<file path="src/rtl/writeback_stage_if.sv">
// MEM/WB boundary bundle: memory-stage results entering write-back and the
// register-file write port / status leaving it.
interface writeback_stage_if #(
    parameter int PC_W       = 9,
    parameter int DATA_W     = 32,
    parameter int RF_ADDRESS = 5
);
    // memory stage -> write-back
    logic                  in_valid;
    logic                  stall;
    logic                  flush;
    logic [PC_W-1:0]       pcplus4;
    logic [31:0]           pcjump;
    logic [DATA_W-1:0]     aluresult;
    logic [DATA_W-1:0]     readdata;
    logic [RF_ADDRESS-1:0] rd;
    logic                  regwrite;
    logic [1:0]            memtoreg;
    logic [2:0]            readdatasel;

    // write-back -> register file / status
    logic                  rf_we;
    logic [RF_ADDRESS-1:0] rf_waddr;
    logic [DATA_W-1:0]     rf_wdata;
    logic                  ld_misalign;
    logic [31:0]           retire_cnt;

    // Driver of the stage inputs (memory stage side)
    modport master (
        output in_valid, stall, flush, pcplus4, pcjump, aluresult, readdata,
               rd, regwrite, memtoreg, readdatasel,
        input  rf_we, rf_waddr, rf_wdata, ld_misalign, retire_cnt
    );

    // The write-back stage itself
    modport slave (
        input  in_valid, stall, flush, pcplus4, pcjump, aluresult, readdata,
               rd, regwrite, memtoreg, readdatasel,
        output rf_we, rf_waddr, rf_wdata, ld_misalign, retire_cnt
    );
endinterface

</file>
<file path="src/rtl/writeback_stage.sv">
// Write-back stage: MEM/WB pipeline register, load data extraction and
// extension, result selection, register-file write port, misaligned-load
// flag and retired-instruction counter.
module writeback_stage #(
    parameter int PC_W       = 9,
    parameter int DATA_W     = 32,
    parameter int RF_ADDRESS = 5
) (
    input  logic             clk,
    input  logic             reset,
    writeback_stage_if.slave wb
);
    localparam logic [2:0] F3_LB  = 3'b000;
    localparam logic [2:0] F3_LH  = 3'b001;
    localparam logic [2:0] F3_LW  = 3'b010;
    localparam logic [2:0] F3_LBU = 3'b100;
    localparam logic [2:0] F3_LHU = 3'b101;

    localparam int NBYTES = DATA_W / 8;
    localparam int NHALFS = DATA_W / 16;

    logic                  valid_reg;
    logic                  regwrite_reg;
    logic [RF_ADDRESS-1:0] rd_reg;
    logic [1:0]            memtoreg_reg;
    logic [2:0]            sel_reg;
    logic [DATA_W-1:0]     alu_reg;
    logic [DATA_W-1:0]     rdata_reg;
    logic [PC_W-1:0]       pc4_reg;
    logic [31:0]           pcjump_reg;
    logic [31:0]           retire_cnt_reg;

    // The held entry leaves the stage unless it is stalled; a flush on top of
    // a stall still pushes it out (it is replaced by a bubble).
    logic retire;
    assign retire = valid_reg & (~wb.stall | wb.flush);

    // Pipeline register: flush beats stall beats load; counter tracks retirements
    always_ff @(posedge clk or negedge reset) begin
        if (!reset) begin
            valid_reg      <= 1'b0;
            regwrite_reg   <= 1'b0;
            rd_reg         <= '0;
            memtoreg_reg   <= '0;
            sel_reg        <= '0;
            alu_reg        <= '0;
            rdata_reg      <= '0;
            pc4_reg        <= '0;
            pcjump_reg     <= '0;
            retire_cnt_reg <= '0;
        end else begin
            if (wb.flush) begin
                valid_reg <= 1'b0;
            end else if (!wb.stall) begin
                valid_reg    <= wb.in_valid;
                regwrite_reg <= wb.regwrite;
                rd_reg       <= wb.rd;
                memtoreg_reg <= wb.memtoreg;
                sel_reg      <= wb.readdatasel;
                alu_reg      <= wb.aluresult;
                rdata_reg    <= wb.readdata;
                pc4_reg      <= wb.pcplus4;
                pcjump_reg   <= wb.pcjump;
            end
            if (retire) begin
                retire_cnt_reg <= retire_cnt_reg + 32'd1;
            end
        end
    end

    // Split the captured memory word into byte and halfword lanes
    logic [7:0]  byte_lane [NBYTES];
    logic [15:0] half_lane [NHALFS];

    genvar gi;
    generate
        for (gi = 0; gi < NBYTES; gi++) begin : g_byte
            assign byte_lane[gi] = rdata_reg[gi*8 +: 8];
        end
        for (gi = 0; gi < NHALFS; gi++) begin : g_half
            assign half_lane[gi] = rdata_reg[gi*16 +: 16];
        end
    endgenerate

    logic [1:0]  off;
    logic [7:0]  sel_byte;
    logic [15:0] sel_half;
    assign off      = alu_reg[1:0];
    assign sel_byte = byte_lane[off];
    assign sel_half = half_lane[off[1]];

    // Load extraction; undefined funct3 codes fall back to the whole word
    logic [DATA_W-1:0] load_data;
    always_comb begin
        load_data = rdata_reg;
        case (sel_reg)
            F3_LB:   load_data = {{(DATA_W-8){sel_byte[7]}}, sel_byte};
            F3_LBU:  load_data = {{(DATA_W-8){1'b0}}, sel_byte};
            F3_LH:   load_data = {{(DATA_W-16){sel_half[15]}}, sel_half};
            F3_LHU:  load_data = {{(DATA_W-16){1'b0}}, sel_half};
            default: load_data = rdata_reg;
        endcase
    end

    // Write-back value selection
    logic [DATA_W-1:0] wdata;
    always_comb begin
        wdata = alu_reg;
        case (memtoreg_reg)
            2'b00: wdata = alu_reg;
            2'b01: wdata = load_data;
            2'b10: wdata = DATA_W'(pc4_reg);
            2'b11: wdata = DATA_W'(pcjump_reg);
            default: wdata = alu_reg;
        endcase
    end

    // A misaligned load is reported but suppresses the register write
    logic half_load;
    logic mis;
    assign half_load = (sel_reg == F3_LH) | (sel_reg == F3_LHU);
    assign mis = valid_reg & (memtoreg_reg == 2'b01) &
                 ((half_load & off[0]) | ((sel_reg == F3_LW) & (off != 2'b00)));

    assign wb.rf_we       = valid_reg & regwrite_reg & (rd_reg != '0) & ~mis;
    assign wb.rf_waddr    = valid_reg ? rd_reg : '0;
    assign wb.rf_wdata    = wdata;
    assign wb.ld_misalign = mis;
    assign wb.retire_cnt  = retire_cnt_reg;
endmodule
</file>
<file path="src/flat_wrapper.sv">
// flat-port wrapper written by rule: the top's interface ports become plain ports
module writeback_stage_flat 
#(
    parameter int PC_W       = 9,
    parameter int DATA_W     = 32,
    parameter int RF_ADDRESS = 5
)
  (clk, reset, wb_in_valid, wb_stall, wb_flush, wb_pcplus4, wb_pcjump, wb_aluresult, wb_readdata, wb_rd, wb_regwrite, wb_memtoreg, wb_readdatasel, wb_rf_we, wb_rf_waddr, wb_rf_wdata, wb_ld_misalign, wb_retire_cnt);
  writeback_stage_if #(.PC_W(PC_W), .DATA_W(DATA_W), .RF_ADDRESS(RF_ADDRESS)) wb_i ();
  input  logic clk;
  input  logic reset;
  input wire logic [$bits(wb_i.in_valid)-1:0] wb_in_valid;
  input wire logic [$bits(wb_i.stall)-1:0] wb_stall;
  input wire logic [$bits(wb_i.flush)-1:0] wb_flush;
  input wire logic [$bits(wb_i.pcplus4)-1:0] wb_pcplus4;
  input wire logic [$bits(wb_i.pcjump)-1:0] wb_pcjump;
  input wire logic [$bits(wb_i.aluresult)-1:0] wb_aluresult;
  input wire logic [$bits(wb_i.readdata)-1:0] wb_readdata;
  input wire logic [$bits(wb_i.rd)-1:0] wb_rd;
  input wire logic [$bits(wb_i.regwrite)-1:0] wb_regwrite;
  input wire logic [$bits(wb_i.memtoreg)-1:0] wb_memtoreg;
  input wire logic [$bits(wb_i.readdatasel)-1:0] wb_readdatasel;
  output wire logic [$bits(wb_i.rf_we)-1:0] wb_rf_we;
  output wire logic [$bits(wb_i.rf_waddr)-1:0] wb_rf_waddr;
  output wire logic [$bits(wb_i.rf_wdata)-1:0] wb_rf_wdata;
  output wire logic [$bits(wb_i.ld_misalign)-1:0] wb_ld_misalign;
  output wire logic [$bits(wb_i.retire_cnt)-1:0] wb_retire_cnt;
  assign wb_i.in_valid = wb_in_valid;
  assign wb_i.stall = wb_stall;
  assign wb_i.flush = wb_flush;
  assign wb_i.pcplus4 = wb_pcplus4;
  assign wb_i.pcjump = wb_pcjump;
  assign wb_i.aluresult = wb_aluresult;
  assign wb_i.readdata = wb_readdata;
  assign wb_i.rd = wb_rd;
  assign wb_i.regwrite = wb_regwrite;
  assign wb_i.memtoreg = wb_memtoreg;
  assign wb_i.readdatasel = wb_readdatasel;
  assign wb_rf_we = wb_i.rf_we;
  assign wb_rf_waddr = wb_i.rf_waddr;
  assign wb_rf_wdata = wb_i.rf_wdata;
  assign wb_ld_misalign = wb_i.ld_misalign;
  assign wb_retire_cnt = wb_i.retire_cnt;
  writeback_stage #(.PC_W(PC_W), .DATA_W(DATA_W), .RF_ADDRESS(RF_ADDRESS)) u_core (.clk(clk), .reset(reset), .wb(wb_i));
endmodule
</file>
<file path="config.mk">
export PLATFORM = sky130hd
export DESIGN_NAME = writeback_stage_flat
export DESIGN_NICKNAME = d
export VERILOG_FILES = /design/src/rtl/writeback_stage_if.sv /design/src/rtl/writeback_stage.sv /design/src/flat_wrapper.sv
export SDC_FILE = /design/constraint.sdc
export NUM_CORES = 1
export LEC_CHECK = 0
export BUFFER_PORTS_ARGS = -buffer_cell sky130_fd_sc_hd__buf_4
export CAP_MARGIN = 25
export CORE_MARGIN = 4
export CORE_UTILIZATION = 40
export DETAILED_ROUTE_END_ITERATION = 8
export SYNTH_ARGS = -nofsm -noshare
export SYNTH_HDL_FRONTEND = slang
export SYNTH_SLANG_ARGS = --single-unit
</file>
<file path="constraint.sdc">
create_clock -name clk -period 2.25 [get_ports clk]
set_input_delay 0.45 -clock clk [delete_from_list [all_inputs] [get_ports clk]]
set_output_delay 0.45 -clock clk [all_outputs]
set_load 0.005 [all_outputs]
</file>
# Word level (Yosys, flattened, before mapping)
# Cells that the tools add are included.
[word_totals]
input_bits = 121
regBits = 149
[op_classes]
n_bitwise = 16
n_mux = 11
n_eq_ne = 8
reduce_logical = 5
n_addsub = 1
n_lt_le_gt_ge = 2
[ops]
columns = ["cell", "n"]
rows = [
  ["32-bit one-hot mux with 4 select lines", 2],
  ["16-bit 2-to-1 mux", 3],
  ["32-bit by 1-bit adder with 32-bit output, second input constant", 1],
  ["8-bit binary-select mux with 2-bit select", 1],
  ["8-bit 2-to-1 mux", 2],
  ["1-bit AND", 8],
  ["3-bit == test, second input constant", 2],
  ["5-bit 2-to-1 mux", 1],
  ["5-bit nonzero test", 1],
  ["2-bit == test, second input constant", 2],
  ["3-bit by 1-bit == test with 1-bit output, second input constant", 1],
  ["3-bit by 2-bit == test with 1-bit output, second input constant", 1],
  ["3-bit greater-or-equal comparator, second input constant", 1],
  ["3-bit zero test", 1],
  ["1-bit NOT", 3],
  ["2-bit NOT with 3-bit output", 1],
  ["1-bit OR", 3],
  ["2-bit by 1-bit == test with 1-bit output, second input constant", 1],
  ["2-bit greater-or-equal comparator, second input constant", 1],
  ["2-bit zero test", 1],
  ["1-bit 2-to-1 mux", 2],
  ["2-bit by 1-bit != test with 1-bit output, second input constant", 1],
  ["1-bit NOT with 2-bit output", 1],
  ["2-bit AND reduction", 1],
  ["2-bit nonzero test", 1],
]

# Logic depth before layout (Yosys ltp)
# Gate-level depths: netlist of the first run.
[logic_depth]
word_depth = 7
ltp_mapped = 7

# Worst setup path after synthesis of the first run
# No wires, ideal clock.
[synth_path]
path_type = "flip-flop to output port"
from = "reg u_core.alu_reg[1]"
to = "out wb_rf_wdata[16]"
required_time_ps = 1800
stages_incl_launch_ff = 7
arrival_time_ps = 1461
setup_slack_ps = 339
n_path_buf = 1
cell_sequence = "dfrtp_1 -> mux4_2 -> nand2b_1 -> nand2_1 -> nand2_1 -> buf_2 -> o21ai_0"
[synth_between]
elab_chain_len = 6
word_cells_on_any_way = 10
cone_classes = "mux (8); bitwise (2)"
[synth_rtl]
columns = ["element", "line_no", "text"]
rows = [
  ["from (decl)", "writeback_stage.sv:27", "logic [DATA_W-1:0] alu_reg;"],
  ["from (signal assigned)", "writeback_stage.sv:60", "alu_reg <= wb.aluresult;"],
  ["2-bit NOT with 3-bit output (implied by the code) / 1-bit NOT with 2-bit output (equally long branches)", "writeback_stage.sv:89, writeback_stage.sv:90", ""],
  ["8-bit binary-select mux with 2-bit select / 16-bit 2-to-1 mux (equally long branches)", "writeback_stage.sv:89, writeback_stage.sv:90", ""],
  ["8-bit 2-to-1 mux (implied by the code) / 16-bit 2-to-1 mux (equally long branches) (2 in a row)", "writeback_stage.sv:89, writeback_stage.sv:90", ""],
  ["32-bit one-hot mux with 4 select lines *", "writeback_stage.sv:96", "case (sel_reg)"],
  ["32-bit one-hot mux with 4 select lines *", "writeback_stage.sv:109", "case (memtoreg_reg)"],
  ["to (decl)", "flat_wrapper.sv:25", "output wire logic [$bits(wb_i.rf_wdata)-1:0] wb_rf_wdata;"],
]
# Every way passes the cells marked *; elsewhere a longest branch is shown, timed or not. The select of a mux whose other input is x is not followed.

# Worst setup path in the final report of the first run
[layout_path]
from = "reg u_core.alu_reg[1]"
to = "out wb_rf_wdata[15]"
# Same word-level chain as after synthesis.

==> results of run 1 <==
==> synthesized netlist by cell type (2+ instances only) <==
| master | n |
|---|---|
| inv_1 | 15 |
| mux2i_1 | 8 |
| mux2_2 | 108 |
| o22a_1 | 5 |
| or4_1 | 2 |
| clkbuf_1 | 18 |
| nor2_1 | 16 |
| xor2_1 | 9 |
| nand4_1 | 4 |
| o21ai_0 | 45 |
| o211ai_1 | 2 |
| and4_1 | 3 |
| buf_4 | 2 |
| nand2b_1 | 7 |
| nand3_2 | 2 |
| a22oi_1 | 21 |
| nand2_1 | 33 |
| and2_1 | 7 |
| nand4_4 | 2 |
| nor3_1 | 4 |
| mux4_2 | 3 |
| nor4b_2 | 2 |
| nand3_1 | 10 |
| o22ai_1 | 8 |
| a21oi_1 | 42 |
| nor2b_1 | 2 |
| xnor2_1 | 21 |
| buf_2 | 17 |
| and3_1 | 3 |
| a221oi_1 | 7 |
| dfrtp_1 | 149 |
| buf_1 | 2 |
==> critical path, delay by kind of cell, from the launching register on <==
family	cells	cell delay (ns)
multiplexers	1	0.56
AND/OR/NAND/NOR	1	0.07
flip-flops	1	0.41
buffers and inverters	2	0.27
AO/OA/AOI/OAI	2	0.35
==> through the flow <==
step | util (%) | setup TNS (ns)
2_1_floorplan | - | 0
3_3_place_gp | 51.4 | 0
3_5_place_dp | 51.4 | 0
4_1_cts | 57.2 | -7.70
5_1_grt | 58.8 | -8.78
6_report | 58.8 | -6.56
==> report_power, final <==
part           internal, mW  total [mW]  switching [mW]
combinational          1.22        2.26            1.04
sequential             3.03        3.35           0.321
clock                  2.09        3.25            1.16
==> what timing repair did <==
action	4_1_cts	5_1_grt
setup endpoints to repair	34	34
setup buffers	4	9
gates resized for setup	78	52
hold buffers	1	0
endpoints found under the hold margin	41	0
pin swaps	23	12
cloned	1	0
==> final timing paths <==
kind,startpoint,cells past startpoint,endpoint
min in group asynchronous,reset,2,u_core.pc4_reg[7]
hold reg to reg,u_core.wb.retire_cnt[31],1,u_core.wb.retire_cnt[31]
setup / recovery,u_core.alu_reg[1],6,wb_rf_wdata[15]
hold / removal,wb_flush,2,u_core.valid_reg
max in group asynchronous,reset,3,u_core.wb.retire_cnt[27]
setup reg to reg,u_core.wb.retire_cnt[2],5,u_core.wb.retire_cnt[28]
==> logic make-up after synthesis <==
logic type | after synthesis
DFF | 149
AOI/OAI and AO/OA | 136
muxes | 119
and+or+nand+nor | 104
buffers and inverters | 55
xor gates and xnor gates | 31
adders and majority gates | 1
==> metal layers <==
| layer | vias to the layer above | part of all wire (%) | track usage (%) |
|---|---|---|---|
| met5 | - | 0 | 0 |
| met4 | 0 | 2.1 | 6.32 |
| li1 | 2589 | - | - |
| met2 | 188 | 50 | 34.2 |
| met3 | 27 | 7.0 | 6.38 |
| met1 | 2775 | 41 | 26.9 |
==> final cells by class <==
class | count | area (µm²)
clock buffers | 17 | 425
diodes | 1 | 2.50
flip-flops and latches | 149 | 3730
multi-input cells | 391 | 3510
repair buffers | 233 | 1910
clock inverters | 14 | 246
inverters | 16 | 62.6
well taps | 225 | 282
fillers | 1430 | 7120
==> metrics, run 1 <==
status=finished with violations; failing checks=setup timing; R2R setup slack=0.48 ns; adder-cell share of the synthesized area=0.177%; DRC=0; first drt pass iteration count=5; leading cell type in the layout, fill and taps excluded=buf_4; power per cell area=871 mW/mm²; #FFs+latches synth=149; placed cell count=1001; Tot Pwr=8.87 mW; Rows=48; Critical-path top delay cell=mux4_2; Yosys cell types=48; vias per inst=5.33; pre-CTS WS=0.118 ns; synth warn=0; RSZ-0062 raised after global routing=yes; IO Pins=192; multiplexer share of the synthesized area=19.3%; worst-path cell chain=mux4_2 -> buf_6 -> nand2b_4 -> a21oi_4 -> a221o_1 -> buf_6; fin crit share=112%; Synthesized Nets=717; Simple-Gate Fraction of Synth Area=8.78%; layout cells sized above 1=55.6%; Max IR drop VDD=0.000603 V; die area=0.0198 mm²; clock tree from TritonCTS=done; Main synth FF type=dfrtp_1; Slew @ Worst Pin=0.441 ns; xor and xnor fraction of the mapped netlist area=3.96%; hold crit path type=input pin to flip-flop; Clock Sink Count=149; initial antenna violation count=1; final hold vios=0; critical path peak fanout=4; DRT Wirelength=20800 µm; mapped cell area=0.00705 mm²; vias post-DR=5579; Syn Area/Cell=11.9 µm²; fin nets=930; Slew Limit Headroom=70.5%; CTS Buf Count=17; area grow syn2layout=44.3%; crit path launch type=flip-flop; Post-DP Area=0.00890 mm²; final instance count without filler cells=1046; wire length per cell=19.9 µm; grt total ovfl=0; largest net degree at the start of global routing=66; Synth Instances=595; CP endpoint kind=output port; Crit path required time=1.80 ns; GPL Wtd Cong=0.882; Max Slew Vio Count=0; die boundary height=141 µm; Design Area, Final=0.0102 mm²; worst skew pair latency=0.42 ns; register area share after synthesis=52.9%; minimum clock period=2.52 ns; initial cell density of the core=40.8%; MaxCap Viol Count=0; min setup slack post-route=-0.270 ns; Core Area=0.0173 mm²; Async S/R FF share, synth=100%; area leader, netlist=dfrtp_1; Worst EP arrival=2.07 ns; CP Class=flip-flop to output port; Die Wd=141 µm; Max Clk Rate=397 MHz; Final setup viols=34; Fin Hold WS=0.216 ns; Pleak=4.53 nW; Starting DRT DRC Count=351; most frequent cells in the layout=buf_4, dfrtp_1, mux2_2; CTS max path bufs=2; first-pass GRT wire length=32200 µm; GRT Util Overall=20.9%; CTS H-tree lvls=4; ANT nets after route=0; clk slew on worst S/H paths=0.06 ns; Post-synth EDFFs=0; I/O Buffers=191; vias in the first global route=5907; post-synthesis compound-gate area fraction=11.5%; main combinational cell family by area after synthesis=multiplexers; cell repeated most along the worst path=buf_6; root buf cell=clkbuf_16; Synth top area share=52.9%; top cells by area, synth=dfrtp_1, mux2_2, o21ai_0, a21oi_1, xnor2_1; Fin Clk Skew=0.00718 ns; DP HPWL=15100 µm; max incr delay on CP=0.56 ns
Note: power is estimated with default switching activity, not from simulation.
==> run 2: changes to the inputs <==
--- a/config.mk
+++ b/config.mk
@@ -5,6 +5,7 @@
 export SDC_FILE = /design/constraint.sdc
 export NUM_CORES = 1
 export LEC_CHECK = 0
+export ABC_AREA = 1
 export BUFFER_PORTS_ARGS = -buffer_cell sky130_fd_sc_hd__buf_4
 export CAP_MARGIN = 25
 export CORE_MARGIN = 4
==> metrics, run 2 <==
status=finished with violations; failing checks=setup timing; Fin Clk Skew=0.0124 ns (+0.00518 ns); vias post-DR=7479 (+34%); Clock Sink Count=149 (unchanged); Tot Pwr=7.99 mW (-9.9%); Post-synth EDFFs=0 (unchanged); area grow syn2layout=35.4%; Syn Area/Cell=7.43 µm² (-37%); minimum clock period=2.27 ns (-0.248 ns); IO Pins=192 (unchanged); final hold vios=0 (unchanged); mapped cell area=0.00781 mm² (+11%); initial cell density of the core=41.2% (+0.41 points); Max Clk Rate=440 MHz (+11%); register area share after synthesis=47.8% (-5.1 points); top cells by area, synth=dfrtp_1, nand2_1, o21ai_0, inv_1, a21oi_1; initial antenna violation count=0 (-1); I/O Buffers=191 (unchanged); RSZ-0062 raised after global routing=yes; GRT Util Overall=22.7% (+1.8 points); Synth Instances=1050 (+76%); layout cells sized above 1=28.0% (-28 points); Max Slew Vio Count=0 (unchanged); vias per inst=4.90 (-8.1%); Synth top cells by count=nand2_1, dfrtp_1, inv_1; critical path peak fanout=10 (+6); leading cell type in the layout, fill and taps excluded=nand2_1; clk slew on worst S/H paths=0.06 ns (about the same); Max IR drop VDD=0.000517 V (-14%); Slew Limit Headroom=37.7% (-33 points); worst skew pair latency=0.42 ns (about the same); synth warn=0 (unchanged); GPL Wtd Cong=0.842 (-4.5%); die area=0.0218 mm² (+10%); root buf cell=clkbuf_16; DRT Wirelength=24700 µm (+19%); clock tree from TritonCTS=done; DP HPWL=17900 µm (+19%); Synthesized Nets=1172 (+63%); Fin Hold WS=0.230 ns (+0.0138 ns); Synth top area share=47.8% (-5.1 points); count leader, synth=nand2_1; hold crit path type=input pin to flip-flop; first drt pass iteration count=7 (+2); CP Class=flip-flop to output port; Rows=50 (+4.2%); #FFs+latches synth=149 (unchanged); Crit path required time=1.80 ns (about the same); CP endpoint kind=output port; fin nets=1375 (+48%); CTS H-tree lvls=4 (unchanged); Starting DRT DRC Count=480 (+37%); Main synth FF type=dfrtp_1; DRC=0 (unchanged); Die Wd=148 µm (+4.9%); min setup slack post-route=-0.0226 ns (+0.248 ns); crit path launch type=flip-flop; die boundary height=148 µm (+4.9%); Yosys cell types=35 (-27%); placed cell count=1474 (+47%); n_diodes=0 (-1); power per cell area=756 mW/mm² (-13%); wire length per cell=16.2 µm (-19%); Slew @ Worst Pin=0.934 ns (+0.492 ns); largest net degree at the start of global routing=76 (+15%); most frequent cells in the layout=nand2_1, buf_4, dfrtp_1; MaxCap Viol Count=0 (unchanged); ANT nets after route=0 (unchanged); first-pass GRT wire length=39600 µm (+23%); fin crit share=101% (-11 points); Final setup viols=6 (-82%); CTS Buf Count=17 (unchanged); final instance count without filler cells=1526 (+46%); Worst EP arrival=1.82 ns (-0.25 ns); area leader, netlist=dfrtp_1; CTS max path bufs=2 (unchanged); Async S/R FF share, synth=100% (unchanged); grt total ovfl=0 (unchanged); Core Area=0.0190 mm² (+9.6%); vias in the first global route=7453 (+26%); Pleak=5.39 nW (+19%)
run 2: cell types whose count changed after synthesis, moves of 10 or more:
| cell | before | now |
|---|---|---|
| nand2_1 | 33 | 439 |
| mux2_2 | 108 | 0 |
| inv_1 | 15 | 97 |
| o21ai_0 | 45 | 79 |
| nor2_1 | 16 | 47 |
| a22oi_1 | 21 | 0 |
| nand3_1 | 10 | 31 |
| xnor2_1 | 21 | 6 |
| nand2_2 | 0 | 14 |
| nand3_2 | 2 | 13 |
| nand3b_1 | 0 | 11 |
| o22ai_1 | 8 | 18 |
run 2: worst paths after layout:
kind | startpoint | end | slack, ns | depth (start not counted)
min reg2reg | u_core.alu_reg[4] | u_core.alu_reg[4] | 0.47 | 2
max | u_core.alu_reg[0] | wb_rf_wdata[28] | -0.02 | 10
max reg2reg | u_core.wb.retire_cnt[0] | u_core.wb.retire_cnt[22] | 0.54 | 8
min in group asynchronous | reset | u_core.pcjump_reg[3] | 0.54 | 2
max in group asynchronous | reset | u_core.wb.retire_cnt[27] | 0.98 | 3
min | wb_pcjump[26] | u_core.pcjump_reg[26] | 0.23 | 3
run 2: report_power, final:
| part | total (mW) | switching [mW] | internal [mW] |
|---|---|---|---|
| combinational | 1.95 | 1.09 | 0.864 |
| clock | 2.83 | 1.17 | 1.65 |
| sequential | 3.21 | 0.226 | 2.99 |
run 2: metrics by stage:
step	cell area (µm²)	util (%)	setup TNS [ns]	setup slack, ns
6_report	10600	55.8	-0.0666	-0.0226
5_1_grt	10600	55.8	-2.23	-0.117
4_1_cts	10400	54.8	-0.255	-0.0301
3_5_place_dp	9570	50.5	0	0.191
3_3_place_gp	9570	50.5	0	0.240
2_1_floorplan	7810	-	0	0.575
run 2: cell type report:
cell class	count	area, µm²
Timing Repair Buffer	228	1840
Multi-Input combinational cell	750	3680
Fill cell	1870	8390
Tap cell	260	325
Clock inverter	13	150
Sequential cell	149	3730
Clock buffer	19	433
Inverter	107	407
run 2: logic make-up (layout without fill, tap and decap cells):
group / count (synthesis) / count (layout) / synth area share [%]
xor gates and xnor gates: 15 / 15 / 1.68
and+or+nand+nor: 586 / 587 / 32.4
buffers and inverters: 152 / 367 / 7.93
adders and majority gates: 1 / 1 / 0.160
AOI/OAI and AO/OA: 147 / 147 / 10.1
DFF: 149 / 149 / 47.8
run 2: worst max-delay path, cell delays in order (launching register included):
cell and delay (ns):
dfrtp_2 0.47, inv_4 0.11, nand2_2 0.06, nand2_2 0.06
o21ai_2 0.05, nand2_2 0.12, nand2_8 0.12, nand2_8 0.13
nand2_1 0.09, nand3_2 0.08, buf_4 0.11
run 2: routing by layer:
| metal | GRT usage, % | vias to the layer above | routed length, µm |
|---|---|---|---|
| li1 | - | 3699 | - |
| met1 | 32.6 | 3529 | 11600 |
| met2 | 35.2 | 229 | 11200 |
| met3 | 5.15 | 22 | 1530 |
| met4 | 5.13 | 0 | 335 |
| met5 | 0 | - | 0 |
run 2: what timing repair did:
item | 4_1_cts | 5_1_grt
endpoints found under the setup margin | 34 | 33
pin swaps | 6 | 7
buffers inserted | 9 | 7
gates cloned | 2 | 1
hold buffers | 1 | 0
hold endpoints to repair | 11 | 0
gates resized for setup | 36 | 30
==> run 3: changes to the inputs <==
--- a/config.mk
+++ b/config.mk
@@ -11,6 +11,7 @@
 export CORE_MARGIN = 4
 export CORE_UTILIZATION = 40
 export DETAILED_ROUTE_END_ITERATION = 8
+export PLACE_DENSITY = 0.65
 export SYNTH_ARGS = -nofsm -noshare
 export SYNTH_HDL_FRONTEND = slang
 export SYNTH_SLANG_ARGS = --single-unit
==> constraint.sdc (replaced) <==
create_clock -name clk -period 1.9 [get_ports clk]
set_input_delay 0.38 -clock clk [delete_from_list [all_inputs] [get_ports clk]]
set_output_delay 0.38 -clock clk [all_outputs]
set_load 0.005 [all_outputs]
==> metrics, run 3 (synthesis results as in run 2) <==
Slew Limit Headroom=34.6% (-3.0 points); Fillers=1757 (-6.0%); Fin Hold WS=0.151 ns (-0.0791 ns); final hold vios=0 (unchanged); min setup slack post-route=-0.351 ns (-0.328 ns); Core Area=0.0190 mm² (unchanged); die boundary height=148 µm (unchanged); vias in the first global route=7395 (-0.78%); Starting DRT DRC Count=590 (+23%); Max Clk Rate=444 MHz; Tot Pwr=10.4 mW (+30%); GRT Util Overall=23.1% (+0.43 points); leading cell type in the layout, fill and taps excluded=nand2_1; largest net degree at the start of global routing=63 (-17%); placed cell count=1479 (+0.34%); crit path launch type=flip-flop; hold crit path type=input pin to flip-flop; Rows=50 (unchanged); n_diodes=0 (unchanged); Max IR drop VDD=0.000706 V (+36%); RSZ-0062 raised after global routing=yes; die area=0.0218 mm² (unchanged); layout cells sized above 1=30.1% (+2.1 points); critical path peak fanout=8 (-2); Clock Sink Count=149 (unchanged); Die Wd=148 µm (unchanged); FF/Latch Area=0.00373 mm² (+0.10%); first drt pass iteration count=5 (-2); worst skew pair latency=0.42 ns (about the same); CTS Buf Count=17 (unchanged); Crit path required time=1.52 ns (-0.28 ns); minimum clock period=2.25 ns; final instance count without filler cells=1527 (+0.066%); DP HPWL=17700 µm (-1.2%); wire length per cell=16.6 µm (+2.3%); clock tree from TritonCTS=done; Worst R2R Start=u_core.wb.retire_cnt[0]; CP Class=flip-flop to output port; Fin Clk Skew=0.00783 ns (-0.00454 ns); area grow syn2layout=39.8%; initial cell density of the core=41.2% (unchanged); Final setup viols=34 (+28); DRT Wirelength=25300 µm (+2.3%); clk slew on worst S/H paths=0.06 ns (about the same); grt total ovfl=0 (unchanged); CTS max path bufs=2 (unchanged); GPL Wtd Cong=0.921 (+9.4%); Worst EP arrival=1.87 ns (+0.05 ns); IO Pins=192 (unchanged); I/O Buffers=191 (unchanged); fin nets=1377 (+0.15%); Max Slew Vio Count=0 (unchanged); first-pass GRT wire length=40200 µm (+1.4%); vias per inst=4.98 (+1.6%); min-delay src=wb_aluresult[7]; ANT nets after route=0 (unchanged); Pleak=5.59 nW (+3.7%); most frequent cells in the layout=nand2_1, buf_4, dfrtp_1; root buf cell=clkbuf_16; footprint of the multi-input gates=0.00376 mm² (+2.2%); power per cell area=952 mW/mm² (+26%); failing checks=setup timing; initial antenna violation count=0 (unchanged); vias post-DR=7602 (+1.6%); crit path launch=u_core.alu_reg[1]; Slew @ Worst Pin=0.979 ns (+0.0452 ns); DRC=0 (unchanged); CTS H-tree lvls=4 (unchanged); MaxCap Viol Count=0 (unchanged); fin crit share=118%; CP endpoint kind=output port; status=finished with violations
-- run 3: cell count changes in the layout (fill, tap and decap cells not counted), sizes merged --
| cell | before | now |
|---|---|---|
| buf | 227 | 229 |
| bufinv | 2 | 7 |
| clkbuf | 19 | 22 |
| clkinv | 5 | 3 |
| clkinvlp | 2 | 0 |
| inv | 111 | 106 |
-- run 3: power breakdown --
| group | switching (mW) | internal (mW) |
|---|---|---|
| sequential | 0.295 | 3.54 |
| clock | 1.33 | 2.73 |
| combinational | 1.37 | 1.13 |
| total | 3.00 | 7.40 |
-- run 3: worst max-delay path, cell delays in order, from the launching register on --
cell	delay, ns
dfrtp_2	0.43
clkinv_4	0.12
nand2_4	0.10
o21ai_4	0.07
a21oi_4	0.26
nand2_8	0.18
nand2_2	0.11
nand3_2	0.05
buf_4	0.13
-- run 3: repair_timing --
item,in CTS,in global routing
buffers inserted,11,2
hold buffers,1,0
endpoints found under the hold margin,28,0
gates resized for setup,84,39
pin swaps,24,15
gates cloned,3,0
endpoints found under the setup margin,34,35
-- run 3: cell type report --
| class | count | area share (%) |
|---|---|---|
| inverters | 107 | 3.79 |
| multi-input cells | 750 | 34.5 |
| well taps | 260 | 2.98 |
| clock buffers | 22 | 4.44 |
| flip-flops and latches | 149 | 34.2 |
| repair buffers | 230 | 18.1 |
| clock inverters | 9 | 2.02 |
-- run 3: through the flow --
stage	instance area [µm²]	TNS, ns	util [%]	worst slack (ns)
6_report	10900	-10.12	57.6	-0.351
5_1_grt	10900	-12.72	57.6	-0.428
4_1_cts	10800	-9.27	56.8	-0.317
3_5_place_dp	9640	0	50.8	0.0630
3_3_place_gp	9640	0	50.8	0.0750
2_1_floorplan	7810	0	-	0.295
-- run 3: routing by layer --
layer  track usage [%]  wire length [µm]  vias to the layer above  share of wire, %
li1                  -                 -                     3721                 -
met1              33.4             11700                     3598                46
met2              34.9             11500                      252                45
met3              6.10              1780                       31               7.0
met4              5.41               331                        0               1.3
met5                 0                 0                        -                 0
-- run 3: final timing paths --
path / end / slack, ns / cells past startpoint
max: wb_rf_wdata[28] / -0.35 / 8
min: u_core.alu_reg[7] / 0.15 / 3
max reg2reg: u_core.wb.retire_cnt[22] / 0.21 / 8
min reg2reg: u_core.alu_reg[7] / 0.47 / 2
max in group asynchronous: u_core.rdata_reg[12] / 0.85 / 3
min in group asynchronous: u_core.pcjump_reg[2] / 0.40 / 2
